`src/rtl/tea_pkg.sv`:
```
// Shared TEA definitions: constants, the round function and the
// little-endian word byte-swap helpers used at the block boundary.
package tea_pkg;

  localparam logic [31:0] DEF_DELTA  = 32'h9E3779B9;
  localparam int          DEF_ROUNDS = 32;

  typedef enum logic [1:0] {IDLE, RUN, DONE} state_t;

  function automatic logic [31:0] tea_f(input logic [31:0] x, input logic [31:0] ka,
                                        input logic [31:0] kb, input logic [31:0] s);
    return ((x << 4) + ka) ^ (x + s) ^ ((x >> 5) + kb);
  endfunction

  function automatic logic [31:0] byteswap32(input logic [31:0] x);
    return {x[7:0], x[15:8], x[23:16], x[31:24]};
  endfunction

  function automatic logic [63:0] le32_blocks64(input logic [63:0] d);
    return {byteswap32(d[63:32]), byteswap32(d[31:0])};
  endfunction

  function automatic logic [127:0] le32_blocks128(input logic [127:0] d);
    return {byteswap32(d[127:96]), byteswap32(d[95:64]),
            byteswap32(d[63:32]),  byteswap32(d[31:0])};
  endfunction

endpackage

```
`src/rtl/tea_round_dec.sv`:
```
// One combinational TEA decryption round on host-order words:
// {v0,v1} and {k0,k1,k2,k3} packed MSW first.
module tea_round_dec
  import tea_pkg::*;
#(
  parameter logic [31:0] DELTA = DEF_DELTA
) (
  input  logic [63:0]  v,
  input  logic [127:0] key,
  input  logic [31:0]  sum,
  output logic [63:0]  v_next,
  output logic [31:0]  sum_next
);

  logic [31:0] v0_n, v1_n;

  // v1 is undone first because encryption updates it last.
  assign v1_n     = v[31:0]  - tea_f(v[63:32], key[63:32],  key[31:0],  sum);
  assign v0_n     = v[63:32] - tea_f(v1_n,     key[127:96], key[95:64], sum);
  assign v_next   = {v0_n, v1_n};
  assign sum_next = sum - DELTA;

endmodule

```
`src/rtl/tea_decrypt_iter.sv`:
```
// Iterative TEA decryption: one round per clock, valid/ready on both sides,
// 128-bit key written as two 64-bit halves.
module tea_decrypt_iter
  import tea_pkg::*;
#(
  parameter int          ROUNDS = DEF_ROUNDS,
  parameter logic [31:0] DELTA  = DEF_DELTA
) (
  input  logic        clk,
  input  logic        rst,
  input  logic [63:0] key_in,
  input  logic        key_wr,
  input  logic        key_half,
  output logic        key_valid,
  input  logic        in_valid,
  output logic        in_ready,
  input  logic [63:0] in_data,
  output logic        out_valid,
  input  logic        out_ready,
  output logic [63:0] out_data,
  output logic        busy
);

  localparam int          CW   = $clog2(ROUNDS + 1);
  localparam logic [31:0] SUM0 = 32'(ROUNDS) * DELTA;

  state_t         state, state_nx;
  logic [127:0]   key_q, wkey;
  logic           hi_set, lo_set;
  logic [63:0]    v, v_nx;
  logic [31:0]    sum, sum_nx;
  logic [CW-1:0]  cnt;
  logic           accept, last;

  tea_round_dec #(.DELTA(DELTA)) u_round (
    .v        (v),
    .key      (wkey),
    .sum      (sum),
    .v_next   (v_nx),
    .sum_next (sum_nx)
  );

  assign key_valid = hi_set & lo_set;
  assign in_ready  = (state == IDLE) & key_valid;
  assign out_valid = (state == DONE);
  assign busy      = (state != IDLE);
  assign accept    = in_valid & in_ready;
  assign last      = (cnt == CW'(ROUNDS - 1));

  always_comb begin
    state_nx = state;
    case (state)
      IDLE:    if (accept)    state_nx = RUN;
      RUN:     if (last)      state_nx = DONE;
      DONE:    if (out_ready) state_nx = IDLE;
      default:                state_nx = IDLE;
    endcase
  end

  always_ff @(posedge clk) begin
    if (rst) begin
      state    <= IDLE;
      key_q    <= '0;
      wkey     <= '0;
      hi_set   <= 1'b0;
      lo_set   <= 1'b0;
      v        <= '0;
      sum      <= '0;
      cnt      <= '0;
      out_data <= '0;
    end else begin
      state <= state_nx;
      if (key_wr) begin
        if (key_half) begin
          key_q[127:64] <= key_in;
          hi_set        <= 1'b1;
        end else begin
          key_q[63:0]   <= key_in;
          lo_set        <= 1'b1;
        end
      end
      // Working key is the pre-edge key_q, so a same-cycle write hits the next block only.
      if (accept) begin
        v    <= le32_blocks64(in_data);
        wkey <= le32_blocks128(key_q);
        sum  <= SUM0;
        cnt  <= '0;
      end
      if (state == RUN) begin
        v   <= v_nx;
        sum <= sum_nx;
        cnt <= cnt + 1'b1;
        if (last) out_data <= le32_blocks64(v_nx);
      end
    end
  end

endmodule

```
`config.mk`:
```
export PLATFORM = sky130hd
export DESIGN_NAME = tea_decrypt_iter
export DESIGN_NICKNAME = d
export VERILOG_FILES = /design/src/rtl/tea_pkg.sv /design/src/rtl/tea_round_dec.sv /design/src/rtl/tea_decrypt_iter.sv
export SDC_FILE = /design/constraint.sdc
export NUM_CORES = 1
export LEC_CHECK = 0
export ABC_AREA = 1
export BUFFER_PORTS_ARGS = -buffer_cell sky130_fd_sc_hd__buf_2
export CORE_MARGIN = 8
export CORE_UTILIZATION = 55
export DETAILED_ROUTE_END_ITERATION = 10
export PLACE_DENSITY = 0.86
export RECOVER_POWER = 50
export SLEW_MARGIN = 20
export SYNTH_ARGS = -nofsm -noshare
export SYNTH_HDL_FRONTEND = slang
export SYNTH_SLANG_ARGS = --single-unit
```
`constraint.sdc`:
```
create_clock -name clk -period 9.04 [get_ports clk]
set_input_delay 1.808 -clock clk [delete_from_list [all_inputs] [get_ports clk]]
set_output_delay 1.808 -clock clk [all_outputs]
set_load 0.01 [all_outputs]
```
Word level (Yosys, flattened, before mapping)
Cells that the tools add are included.
- bitwise operators: 8
- muxes and demuxes: 10
- equality and inequality tests: 6
- reductions and logical operators: 7
- add/sub/neg operators: 10
- operators with widths (operator ; count):
    adder 32 bit ; 4
    2-to-1 mux 64 bit ; 2
    bitwise XOR 32 bit ; 4
    adder 27 x 32 -> 32 bit ; 2
    2-to-1 mux 32 bit ; 2
    subtractor 32 bit ; 2
    subtractor 32 bit (second input constant) ; 1
    2-to-1 mux 6 bit ; 2
    adder 6 x 1 -> 6 bit (second input constant) ; 1
    equality test 6 x 5 -> 1 bit (second input constant) ; 1
    2-to-1 mux 2 bit ; 3
    case mux 2 bit (3 select lines) ; 1
    AND reduction 2 bit ; 3
    inequality test 2 bit (second input constant) ; 2
    nonzero test 2 bit ; 2
    AND 1 bit ; 3
    AND reduction 3 bit ; 1
    equality test 2 x 1 -> 1 bit (second input constant) ; 1
    equality test 2 bit (second input constant) ; 1
    zero test 2 bit ; 1
    inequality test 2 x 1 -> 1 bit (second input constant) ; 1
    NOT 1 bit ; 1
- output and inout bits: 68
- input port bits: 134
- register bits after elaboration: 426
- logic and storage cells: 51

Logic depth before layout (Yosys ltp)
- word-level depth: 9
- gate-level depth with buffers: 57
- gate-level depth less buffers: 57

Modules after synthesis
A second synthesis with hierarchy kept.
- cell total of the unflattened synthesis: 4282
- area, all modules: 29568.4 um2
- by module, submodules not included (module ; cells each ; instances ; area each (um2) ; sequential area each (um2)):
    tea_decrypt_iter ; 2112 ; 1 ; 15979.1 ; 8528.2
    tea_round_dec ; 2170 ; 1 ; 13589.3 ; 0.0

Least setup slack after synthesis
Ideal clock, no wire load.
- path type: reg-to-reg
- start point: register v[37]
- end point: register out_data[39]
- slack: 2.202 ns
- arrival time: 6.713 ns
- period minus slack after synthesis: 6.838 ns
- required time: 8.914 ns
- library setup time: 0.126 ns
- cell stages (with the launch flop): 56
- path buffers: 0
- cells stage by stage: dfxtp_1 > ha_1 > inv_1 > fa_1 > o21ai_2 > nand2_1 > nand2_1 > nand2_1 > nand2_1 > nand2_1 > nand2_1 > nand2_1 > nand2_1 > nand2_1 > nand2_2 > a21oi_2 > o21ai_2 > nand2_1 > [20 not listed] > nor2_1 > xor2_1 > xnor2_1 > inv_1 > nand2_1 > nand2_1 > ha_1 > inv_1 > nor3_1 > inv_1 > nor3_1 > a21oi_1 > nand3_1 > nand2_1 > inv_1 > nand3_2 > nand2_1 > a21oi_2
- word-level cells in the longest chain between the ends: 8
- elaborated cells on any way between the ends: 12
- those cells by class: 8 x add/sub; 4 x bitwise
- ends and longest elaborated chain (what ; line ; text):
    start: declaration ; tea_decrypt_iter.sv:30 ; logic [63:0] v, v_nx;
    start signal: assignment ; tea_decrypt_iter.sv:84 ; v <= le32_blocks64(in_data);
    start signal: assignment ; tea_decrypt_iter.sv:90 ; v <= v_nx;
    adder 32 bit ; tea_pkg.sv:12 ; return ((x << 4) + ka) ^ (x + s) ^ ((x >> 5) + kb);
    bitwise XOR 32 bit ; tea_pkg.sv:12 ;
    bitwise XOR 32 bit (*) ; tea_pkg.sv:12 ;
    subtractor 32 bit (*) ; tea_round_dec.sv:18 ; assign v1_n = v[31:0] - tea_f(v[63:32], key[63:32], key[31:0], sum);
    net u_round.v1_n[29] ; tea_round_dec.sv:15 ; logic [31:0] v0_n, v1_n;
    adder 32 bit ; tea_pkg.sv:12 ;
    bitwise XOR 32 bit ; tea_pkg.sv:12 ;
    bitwise XOR 32 bit (*) ; tea_pkg.sv:12 ;
    subtractor 32 bit (*) ; tea_round_dec.sv:19 ; assign v0_n = v[63:32] - tea_f(v1_n, key[127:96], key[95:64], sum);
    end signal: assignment ; tea_decrypt_iter.sv:93 ; if (last) out_data <= le32_blocks64(v_nx);
    end: declaration ; tea_decrypt_iter.sv:20 ; output logic [63:0] out_data,
The timed path passes the listed nets; every way through them passes the cells marked *.
A chain may end at the register's enable or synchronous reset.

==> results_dict.tcl <==
set metrics [dict create \
    outcome "complete, but fails checks" \
    violations "capacitance limit, slew limit" \
    antenna_found_initial 3 \
    critical_path.startpoint "rst" \
    use_met3_pct 6.36 \
    syn_to_final_growth_pct 10.6 \
    hold_path_class "flip-flop to flip-flop" \
    syn_area_per_cell_um2 7.11 \
    clock_latency_ps 610 \
    dp_cells 4760 \
    cp.required_ps 9500 \
    crit_fanout 140 \
    rsz0062_at_grt "no" \
    synthCells 3995 \
    row_count 83 \
    synth_async_sr_flop_share_pct 0 \
    grt_overflow 0 \
    setup_viol 0 \
    worst_setup_path_endpoint "wkey[127]" \
    fmax_ghz 0.116 \
    yosysTopAreaCell "dfxtp_1" \
    syn_nets 4379 \
    numCtsBuffers 45 \
    use_met2_pct 46.1 \
    worstSetupPathType "primary input to flip-flop" \
    core_area_mm2 0.0512 \
    drtIter0Drc 2884 \
    dpl_cell_area_mm2 0.0300 \
    final_core_utilization_pct 61.4 \
    layout.nets 4511 \
    cts_max_path_buffers 3 \
    grt_usage_pct 30.8 \
    num_vias 28300 \
    ys_types 56 \
    htreeDepth 2 \
    worstSetupStartpointType "primary input" \
    drive_above_1_share_pct 8.89 \
    num-fill-cells 4655 \
    synth_top_area_share_pct 30.0 \
    ant_nets 0 \
    finalWeightedCongestion 1.08 \
    synth_area_leaders "dfxtp_1 30%, nand2_1 12%, ha_1 11%" \
    fin_crit_sh_pct 95.0 \
    worst_slew_margin_rel_pct -177 \
    yosys_most_used_dff "dfxtp_1" \
    cts_tree "done" \
    ys_warn_count 0 \
    grt_start_max_net_pins 141 \
    hold_viol_final 0 \
    routed_wl_mm 95.7 \
    slew_violations 232 \
    fp.dieArea_mm2 0.0592 \
    synth_area_mm2 0.0284 \
    drc 0 \
    dieWidth_um 243 \
    routedWlPerCell_um 19.8 \
    root_buffer "clkbuf_16" \
    synth-seq-cells 426 \
    die_h_um 243 \
    hpwlAfterDp_mm 72.8 \
    grt_pass1_wl_mm 147 \
    cp.arrival_ps 9050 \
    regToRegSetupSlack_ps 630 \
    critPathCaptureType "flip-flop" \
    worst_pin_slew_ps 4160 \
    max-cap-violations 3 \
    start_util_pct 55.5 \
    skew_ps 37.4 \
    port-buffer-count 201 \
    met1_usage_pct 43.7 \
    drtPass1Iterations 6 \
    cts_num_sinks 426 \
    reg2reg_from "v[33]" \
    reg2reg_depth 46 \
    fin_cells 4844 \
    postLayoutCellArea_mm2 0.0314 \
    min_period_ps 8590 \
    busiest_layer "met2" \
    clk_pin_slew_ps 70 \
    viasPerCell 5.84 \
    synth_edf_count 0 \
    synth.yosys.seq_area_share_pct 30.0 \
    r2r-end "v[63]" \
    first_global_vias 26300 \
    fin_tns_setup_ps 0 \
    ioPinCount 202 \
]
-- Yosys cell counts, types with 12 or more instances --
master	number
nand2_1	878
dfxtp_1	426
nor2_1	425
a21oi_1	397
inv_1	329
o21ai_0	277
ha_1	242
xor2_1	239
clkbuf_1	132
xnor2_1	107
a31oi_1	84
nand3_1	71
o21bai_1	71
nor3_1	37
o21ai_2	26
a211oi_1	24
nand2_2	23
a21oi_2	20
o21ai_1	17
nand4_1	14
a21o_1	12
-- routing by layer --
metal	share of wire, %	wire, um
met1	43	41200
met2	42	40300
met3	12	11200
met4	3.2	3040
met5	0.027	26
-- cells by family (layout without fill, tap and decap cells) --
group / Yosys count / after routing / share of synthesized area [%]
other cells: 0 / 1 / 0
compound gates: 1009 / 1009 / 20.7
flops: 426 / 426 / 30.0
xor+xnor: 346 / 346 / 10.7
fa+ha+maj: 250 / 250 / 11.2
simple gates: 1481 / 1481 / 21.0
buf+inv: 483 / 651 / 6.40
-- sequential cells by signal (all words and copies together) (netlist names) --
signal	cells
wkey	128
lo_set	1
hi_set	1
v	64
cnt	6
key_q	128
sum	32
out_data	64
state	2
-- how the worst min path moves through the flow --
| stage | start | to | slack [ps] | cells past startpoint |
|---|---|---|---|---|
| after floorplan | key_q[24] | wkey[0] | 440 | 2 |
| after global placement | key_q[28] | wkey[4] | 440 | 2 |
| after detailed placement | key_q[13] | wkey[21] | 450 | 2 |
| after CTS | key_q[56] | wkey[32] | 460 | 2 |
| after global routing | key_q[32] | wkey[56] | 470 | 2 |
| final | key_q[91] | wkey[67] | 450 | 2 |
-- stage by stage --
stage,worst slack (ps),hold slack (ps)
3_3_place_gp,981,445
3_5_place_dp,853,450
6_report,449,453
5_1_grt,18.1,474
4_1_cts,825,460
2_1_floorplan,2200,438
-- area by class of cell --
cell class	instances	area, um2	area share, %
multi-input combinational	3086	18100	57.6
sequential	426	8530	27.1
clock buffer	63	1310	4.18
inverter	340	1280	4.08
timing repair buffer	228	1130	3.59
tap	680	851	2.71
clock inverter	20	204	0.649
antenna	1	2.50	0.00797
-- placed cells by master, fill, tap and decap left out, drive strengths merged, types with 12 or more instances in the layout --
| cell | Yosys | layout |
|---|---|---|
| nand2 | 904 | 904 |
| nor2 | 432 | 432 |
| dfxtp | 426 | 426 |
| a21oi | 417 | 417 |
| inv | 340 | 342 |
| o21ai | 320 | 320 |
| ha | 242 | 242 |
| xor2 | 239 | 239 |
| buf | 11 | 162 |
| clkbuf | 132 | 129 |
| xnor2 | 107 | 107 |
| a31oi | 84 | 84 |
| nand3 | 80 | 80 |
| o21bai | 76 | 76 |
| nor3 | 39 | 39 |
| a211oi | 24 | 24 |
| a21boi | 16 | 16 |
| nand4 | 14 | 14 |
| clkinv | 0 | 13 |
| a21o | 12 | 12 |
-- worst max-delay path, stage by stage --
cell and delay (ps):
clkbuf_1 2330, clkinvlp_2 3200, buf_6 910, o21ai_0 530, a21oi_1 70
-- what timing repair did --
| action | 4_1_cts | 5_1_grt |
|---|---|---|
| hold buffers | 0 | 0 |
| gates resized for setup | 0 | 2 |
| setup endpoints to repair | 0 | 2 |
| buffers inserted | 0 | 0 |
Power is not shown: default switching activity piles up to over one toggle a cycle in this logic, so the estimate is an artifact.
